File: src/rtl/spi_arbiter_if.sv
// Frame-engine side of the SPI arbiter: one frame is launched while spi_en is high,
// and the engine reports each finished frame with a one-cycle spi_done.
interface spi_arbiter_if;
  logic        spi_en;
  logic [15:0] spi_sdata;
  logic [1:0]  spi_mode;
  logic        spi_done;
  logic [15:0] spi_rdata;

  modport master (output spi_en, spi_sdata, spi_mode, input spi_done, spi_rdata);
  modport slave  (input spi_en, spi_sdata, spi_mode, output spi_done, spi_rdata);
endinterface

File: src/rtl/spi_arbiter.sv
// Two-requester round-robin arbiter in front of a shared SPI frame engine.
// It runs multi-frame transactions with a watchdog, followed by a fixed idle gap.
module spi_arbiter #(
  parameter int GAP_CYC = 16,
  parameter int TIMEOUT = 4096
) (
  input  logic        sys_clk,
  input  logic        sys_rst_n,
  input  logic [1:0]  req,
  input  logic [3:0]  nframes0,
  input  logic [3:0]  nframes1,
  input  logic [15:0] sdata0,
  input  logic [15:0] sdata1,
  input  logic [1:0]  mode0,
  input  logic [1:0]  mode1,
  output logic [1:0]  gnt,
  output logic [1:0]  frame_done,
  output logic [1:0]  xfer_done,
  output logic [15:0] rdata,
  output logic        err,
  spi_arbiter_if.master spi
);
  typedef enum logic [1:0] {IDLE, ACTIVE, GAP} state_t;

  state_t      r_state;
  logic        r_gidx, r_last, r_en, r_err;
  logic [1:0]  r_gnt, r_fdone, r_xdone, r_mode_hold;
  logic [3:0]  r_nleft;
  logic [15:0] r_wdog, r_rdata;
  logic [9:0]  r_gap;

  logic        w_win;
  logic [3:0]  w_nf;
  logic [15:0] w_sdata;
  logic [1:0]  w_mode;

  // On a tie, the requester that was not served last wins.
  assign w_win   = (req == 2'b11) ? ~r_last : req[1];
  assign w_nf    = w_win ? nframes1 : nframes0;
  assign w_sdata = r_gidx ? sdata1 : sdata0;
  assign w_mode  = r_gidx ? mode1 : mode0;

  assign spi.spi_en    = r_en;
  assign spi.spi_sdata = (r_state == ACTIVE) ? w_sdata : '0;
  assign spi.spi_mode  = (r_state == ACTIVE) ? w_mode : r_mode_hold;

  assign gnt        = r_gnt;
  assign frame_done = r_fdone;
  assign xfer_done  = r_xdone;
  assign rdata      = r_rdata;
  assign err        = r_err;

  always_ff @(posedge sys_clk or negedge sys_rst_n) begin
    if (!sys_rst_n) begin
      r_state     <= IDLE;
      r_gidx      <= 1'b0;
      r_last      <= 1'b1;
      r_en        <= 1'b0;
      r_err       <= 1'b0;
      r_gnt       <= '0;
      r_fdone     <= '0;
      r_xdone     <= '0;
      r_mode_hold <= '0;
      r_nleft     <= '0;
      r_wdog      <= '0;
      r_rdata     <= '0;
      r_gap       <= '0;
    end else begin
      r_fdone <= '0;
      r_xdone <= '0;
      r_err   <= 1'b0;
      case (r_state)
        IDLE: if (|req) begin
          r_state <= ACTIVE;
          r_gidx  <= w_win;
          r_gnt   <= w_win ? 2'b10 : 2'b01;
          r_en    <= 1'b1;
          r_nleft <= (w_nf == 4'd0) ? 4'd1 : w_nf;
          r_wdog  <= '0;
        end
        ACTIVE: begin
          r_mode_hold <= w_mode;
          // spi_done is checked first so a frame finishing on the expiry cycle completes normally
          if (spi.spi_done) begin
            r_rdata <= spi.spi_rdata;
            r_fdone <= r_gnt;
            r_wdog  <= '0;
            r_nleft <= r_nleft - 4'd1;
            if (r_nleft == 4'd1) begin
              r_xdone <= r_gnt;
              r_en    <= 1'b0;
              r_gnt   <= '0;
              r_last  <= r_gidx;
              r_gap   <= '0;
              r_state <= GAP;
            end
          end else if (r_wdog == 16'(TIMEOUT - 1)) begin
            r_err   <= 1'b1;
            r_en    <= 1'b0;
            r_gnt   <= '0;
            r_last  <= r_gidx;
            r_gap   <= '0;
            r_state <= GAP;
          end else begin
            r_wdog <= r_wdog + 16'd1;
          end
        end
        GAP: begin
          if (r_gap == 10'(GAP_CYC - 1)) r_state <= IDLE;
          else                           r_gap   <= r_gap + 10'd1;
        end
        default: r_state <= IDLE;
      endcase
    end
  end
endmodule

File: src/flat_wrapper.sv
// flat-port wrapper written by rule: the top's interface ports become plain ports
module spi_arbiter_flat 
#(
  parameter int GAP_CYC = 16,
  parameter int TIMEOUT = 4096
)
  (sys_clk, sys_rst_n, req, nframes0, nframes1, sdata0, sdata1, mode0, mode1, gnt, frame_done, xfer_done, rdata, err, spi_spi_en, spi_spi_sdata, spi_spi_mode, spi_spi_done, spi_spi_rdata);
  spi_arbiter_if spi_i ();
  input  logic sys_clk;
  input  logic sys_rst_n;
  input  logic [1:0] req;
  input  logic [3:0] nframes0;
  input  logic [3:0] nframes1;
  input  logic [15:0] sdata0;
  input  logic [15:0] sdata1;
  input  logic [1:0] mode0;
  input  logic [1:0] mode1;
  output logic [1:0] gnt;
  output logic [1:0] frame_done;
  output logic [1:0] xfer_done;
  output logic [15:0] rdata;
  output logic err;
  output wire logic [$bits(spi_i.spi_en)-1:0] spi_spi_en;
  output wire logic [$bits(spi_i.spi_sdata)-1:0] spi_spi_sdata;
  output wire logic [$bits(spi_i.spi_mode)-1:0] spi_spi_mode;
  input wire logic [$bits(spi_i.spi_done)-1:0] spi_spi_done;
  input wire logic [$bits(spi_i.spi_rdata)-1:0] spi_spi_rdata;
  assign spi_spi_en = spi_i.spi_en;
  assign spi_spi_sdata = spi_i.spi_sdata;
  assign spi_spi_mode = spi_i.spi_mode;
  assign spi_i.spi_done = spi_spi_done;
  assign spi_i.spi_rdata = spi_spi_rdata;
  spi_arbiter #(.GAP_CYC(GAP_CYC), .TIMEOUT(TIMEOUT)) u_core (.sys_clk(sys_clk), .sys_rst_n(sys_rst_n), .req(req), .nframes0(nframes0), .nframes1(nframes1), .sdata0(sdata0), .sdata1(sdata1), .mode0(mode0), .mode1(mode1), .gnt(gnt), .frame_done(frame_done), .xfer_done(xfer_done), .rdata(rdata), .err(err), .spi(spi_i));
endmodule
File: config.mk
export PLATFORM = sky130hd
export DESIGN_NAME = spi_arbiter_flat
export DESIGN_NICKNAME = d
export VERILOG_FILES = /design/src/rtl/spi_arbiter_if.sv /design/src/rtl/spi_arbiter.sv /design/src/flat_wrapper.sv
export SDC_FILE = /design/constraint.sdc
export NUM_CORES = 1
export LEC_CHECK = 0
export ABC_AREA = 1
export BUFFER_PORTS_ARGS = -buffer_cell sky130_fd_sc_hd__buf_2
export CAP_MARGIN = 20
export CELL_PAD_IN_SITES_DETAIL_PLACEMENT = 1
export CELL_PAD_IN_SITES_GLOBAL_PLACEMENT = 1
export CORE_UTILIZATION = 39
export DETAILED_ROUTE_END_ITERATION = 8
export PLACE_DENSITY = 0.82
export SETUP_SLACK_MARGIN = 0.4
export SLEW_MARGIN = 20
export SYNTH_ARGS = -nofsm -noshare
export SYNTH_HDL_FRONTEND = slang
export SYNTH_SLANG_ARGS = --single-unit
export TNS_END_PERCENT = 5
File: constraint.sdc
create_clock -name sys_clk -period 2.4 [get_ports sys_clk]
set_clock_uncertainty 0.15 [all_clocks]
set_input_delay 0.48 -clock sys_clk [delete_from_list [all_inputs] [get_ports sys_clk]]
set_output_delay 0.48 -clock sys_clk [all_outputs]
set_load 0.02 [all_outputs]
# --- Word-level counts from Yosys, hierarchy flattened ---
# Cells that the tools add are included.
word_totals:
  reg_bits: 60
  in_bits: 65
  output_inout_bits: 42
  wordCells: 92
classes:
  n_addsub: 3
  eq_ne: 14
  muxes: 47
  bitwise_logic: 1
  n_reduce_logical: 14
ops:
  columns: ["cell", "count"]
  rows:
  - ["$mux 16", 5]
  - ["$mux 10", 4]
  - ["$mux 2", 17]
  - ["$pmux 16 s2", 1]
  - ["$pmux 10 s2", 1]
  - ["$add 16x1->16 const B", 1]
  - ["$eq 16x12->1 const B", 1]
  - ["$mux 4", 4]
  - ["$reduce_and 4->1", 3]
  - ["$mux 1", 11]
  - ["$add 10x1->10 const B", 1]
  - ["$eq 10x4->1 const B", 1]
  - ["$ne 3x3->1 const B", 3]
  - ["$reduce_and 3->1", 3]
  - ["$pmux 4 s2", 1]
  - ["$ne 2x1->1 const B", 3]
  - ["$pmux 2 s3", 1]
  - ["$reduce_bool 2->1", 3]
  - ["$eq 2x2->1 const B", 2]
  - ["$eq 4x1->1 const B", 1]
  - ["$logic_not 4->1", 1]
  - ["$ne 2x2->1 const B", 2]
  - ["$pmux 2 s2", 1]
  - ["$reduce_and 2->1", 2]
  - ["other kinds (6)", 6]

# --- Longest topological paths before layout ---
depth:
  depth_word: 7
  ltp_mapped: 10
  mapped_depth_nobuf: 10

# --- Least setup slack after synthesis ---
# Ideal clock, no wire load.
synth_path:
  kind: "register to output"
  start: "reg u_core.r_state[1]"
  end: "out spi_spi_mode[0]"
  arrival_ns: 1.484
  required_ns: 1.770
  setup_slack_ns: 0.286
  stages_incl_launch_ff: 6
  path_buffers: 2
  path_cell_list: "dfrtp_1 nor2_4 buf_6 buf_2 o21ai_0 o21ai_0"
synth_between:
  elab_chain_cells: 2
synth_rtl:
  columns: ["element", "line", "source"]
  rows:
  - ["start: declaration", "spi_arbiter.sv:25", "state_t r_state;"]
  - ["start signal: assignment", "spi_arbiter.sv:55", "r_state <= IDLE;"]
  - ["start signal: assignment", "spi_arbiter.sv:74", "r_state <= ACTIVE;"]
  - ["start signal: assignment", "spi_arbiter.sv:95", "r_state <= GAP;"]
  - ["$eq 2x1->1", "spi_arbiter.sv:45", "assign spi.spi_mode = (r_state == ACTIVE) ? w_mode : r_mode_hold;"]
  - ["$mux 2", "spi_arbiter.sv:45", null]
  - ["end: declaration", "flat_wrapper.sv:25", "output wire logic [$bits(spi_i.spi_mode)-1:0] spi_spi_mode;"]
# No other way between the ends.

# --- Final worst setup path ---
layout_path:
  start: "reg u_core.r_gidx"
  end: "out spi_spi_mode[0]"
layout_between:
  elab_chain_cells: 2
layout_rtl:
  columns: ["element", "line", "source"]
  rows:
  - ["start: declaration", "spi_arbiter.sv:26", "logic r_gidx, r_last, r_en, r_err;"]
  - ["start signal: assignment", "spi_arbiter.sv:75", "r_gidx <= w_win;"]
  - ["$mux 2", "spi_arbiter.sv:41", "assign w_mode = r_gidx ? mode1 : mode0;"]
  - ["$mux 2", "spi_arbiter.sv:45", null]
# No other way between the ends.

==> metrics.md <==
| Metric | Value |
|---|---|
| Synth unique cells | 31 |
| Layout cells sized above 1 | 0.3427 |
| CTS Buffer Depth | 2 |
| DRC violations left | 0 |
| Gate Count Post-Synth | 444 |
| Root buffer cell | clkbuf_8 |
| Pin count of the biggest net entering global routing | 29 |
| # H-tree levels | 3 |
| Final wirelength | 11.05 mm |
| PnR worst setup slack | 0.2714 ns |
| RSZ-0062 raised after global routing | yes |
| Required time worst endpoint | 1.77 ns |
| Global-route wire length before repair | 17.08 mm |
| Pwr dens | 1216 nW/um^2 |
| CP max FO | 5 |
| Max-cap violations | 0 |
| Slew headroom | 0.6143 |
| Hold Vio Cnt, Final | 0 |
| Status | finished, final reports clean |
| Worst EP arrival | 1.50 ns |
| GRT Residual Overflow | 0 |
| Routability Congestion | 0.8347 |
| Synth Cell Area | 3420 um^2 |
| Lkg Pwr | 2.317 nW |
| Clk slew on worst S/H paths | 0.07 ns |
| CP Cell Sequence | clkinvlp_4, nor2_1, o21ai_2, buf_6 |
| Width of the die | 95.64 um |
| Diodes inserted | 0 |
| Area of the multi-input gates | 1718 um^2 |
| Warnings, synthesis | 0 |
| CP endpoint kind | output port |
| Hold Path Depth | 2 |
| Initial Util | 0.4100 |
| Total power | 5.537 mW |
| I/O Buffers | 106 |
| Reg2reg path depth | 7 |
| Post-route ant nets | 0 |
| Die H | 95.64 um |
| Least-Margin Pin Slew | 0.5764 ns |
| Core area | 8341 um^2 |
| Initial antenna violation count | 0 |
| Area share of the largest cell type after synthesis | 0.4318 |
| Final #Nets | 633 |
| Post-DP HPWL | 7.309 mm |
| Register Area | 1505 um^2 |
| Synth Register Bits | 60 |
| Hold WC Path Type | input pin to flop |
| Final Setup Violations | 0 |
| Dpl ws | 0.4150 ns |
| Top cells by area, synth | dfrtp_1 43%, nand2_1 15%, mux2_2 5.3%, nand3_1 5.1%, inv_1 4.7% |
| Per-cell routed wire length | 16.40 um |
| Filler instances | 1075 |
| Yosys top cell by area | dfrtp_1 |
| Vias per cell | 5.322 |
| Number of global-route vias before repair | 3567 |
| Setup crit start kind | flop |
| Area Growth Syn to Fin | 33.15% |
| Total clock sinks | 60 |
| Fin Setup TNS | 0 ns |
| Full die area | 9146 um^2 |
| Fmax | 469.8 MHz |
| Part of the cycle the worst path needs | 0.8869 |
| DR vias | 3587 |
| DR pass1 iterations | 4 |
| Iter 0 DRT Violations | 103 |
| Worst-Skew Late Latency | 0.35 ns |
| Min Tclk post-route | 2.129 ns |
| Total CTS buffers | 9 |
| CP peak stage delay | 0.48 ns |
| CTS tree | yes |
| Rows | 33 |
| Seq/Total Area, Yosys | 0.4394 |
| Slowest CP cell | dfrtp_2 |
| Max-slew violations | 0 |
| Peak VDD IR | 0.0005144 V |
| Post-synth net total | 513 |
| Tot GR Track Use | 0.2483 |
| Setup CP Type | flop to output port |
| # IOs | 107 |
| Syn avg cell area | 7.702 um^2 |
[power by group]
part / switching [mW] / internal (mW)
clock network: 0.427 / 0.691
registers: 0.225 / 1.32
logic: 1.80 / 1.07
total: 2.46 / 3.08
[path summary, 6_finish.rpt]
check | to | slack, ns | from
setup / recovery | spi_spi_mode[0] | 0.27 | u_core.r_gidx
min in group asynchronous | u_core.r_gap[7] | 0.43 | sys_rst_n
setup reg to reg | u_core.r_gap[1] | 0.40 | u_core.r_gap[0]
max in group asynchronous | u_core.rdata[15] | 1.07 | sys_rst_n
hold / removal | u_core.rdata[10] | 0.20 | spi_spi_rdata[10]
hold reg to reg | u_core.spi.spi_en | 0.34 | u_core.spi.spi_en
[metrics by stage]
step | instance area, um^2 | instances | utilization | hold slack (ns)
2_1_floorplan | 3420 | 444 | - | 0.03441
4_1_cts | 4393 | 671 | 0.5267 | 0.1905
3_5_place_dp | 4040 | 647 | 0.4844 | 0.2579
5_1_grt | 4553 | 674 | 0.5459 | 0.1926
6_report | 4553 | 674 | 0.5459 | 0.2045
3_3_place_gp | 4040 | 647 | 0.4844 | 0.2641
[area by class of cell]
cell class,instances,share of cell area
multi-input cells,322,0.3773
flip-flops and latches,60,0.3306
clock buffers,10,0.02803
repair buffers,120,0.1624
clock inverters,6,0.02446
inverters,48,0.04314
well taps,105,0.02885
repair inverters,3,0.005221
[cell usage after synthesis, drive strengths merged]
| cell type | instances |
|---|---|
| nand2 | 138 |
| dfrtp | 59 |
| inv | 47 |
| nand3 | 38 |
| nor2 | 35 |
| o21ai | 26 |
| a21oi | 22 |
| nand4 | 22 |
| mux2 | 16 |
| buf | 7 |
| clkbuf | 7 |
| nor3 | 7 |
| ha | 4 |
| o211ai | 4 |
| o21bai | 4 |
| or2 | 3 |
| xor2 | 2 |
| clkinv | 1 |
| dfstp | 1 |
| nand3b | 1 |
[worst max-delay path, delay by kind of cell (launching register included)]
kind,cells,cell delay [ns]
AOI/OAI and AO/OA,1,0.11
buffers and inverters,2,0.35
DFF,1,0.48
and+or+nand+nor,1,0.21
[placed cells by master (no fill, tap or decap), types with 9 or more instances in the layout]
cell type	count
nand2_1	132
nor2_1	32
o21ai_0	12
nand3_1	35
mux2_2	16
a21oi_2	11
buf_4	24
dfrtp_1	57
nand4_1	22
a21oi_1	10
clkbuf_8	9
inv_1	42
buf_2	88
[state kept, by name, summed over array words and instances, names as in the netlist]
signal              flops
u_core.r_gidx           1
u_core.spi.spi_en       1
u_core.r_gap           10
u_core.gnt              2
u_core.r_wdog          16
u_core.rdata           16
u_core.r_last           1
u_core.r_nleft          4
u_core.frame_done       2
u_core.xfer_done        2
u_core.r_mode_hold      2
u_core.err              1
u_core.r_state          2
[kinds of logic after synthesis]
group,share of synthesized area
fa+ha+maj,0.01464
compound gates,0.09111
flops,0.4394
simple gates,0.3154
buf+inv,0.08159
mux,0.05269
xor+xnor,0.005124
[layer usage]
metal,vias to the layer above,part of all wire,GRT usage
li1,1700,-,-
met1,1720,0.42,0.2976
met4,0,0.032,0.1244
met5,-,0,0
met3,35,0.050,0.05183
met2,132,0.50,0.4202
[timing repair]
action | in CTS | in global routing
endpoints found under the hold margin | 12 | 0
buffers inserted | 5 | 2
pin swaps | 3 | 3
gates cloned | 2 | 1
endpoints found under the setup margin | 21 | 52
hold buffers | 1 | 0
gates resized for setup | 19 | 39
Power figures use the tool's default switching activity.
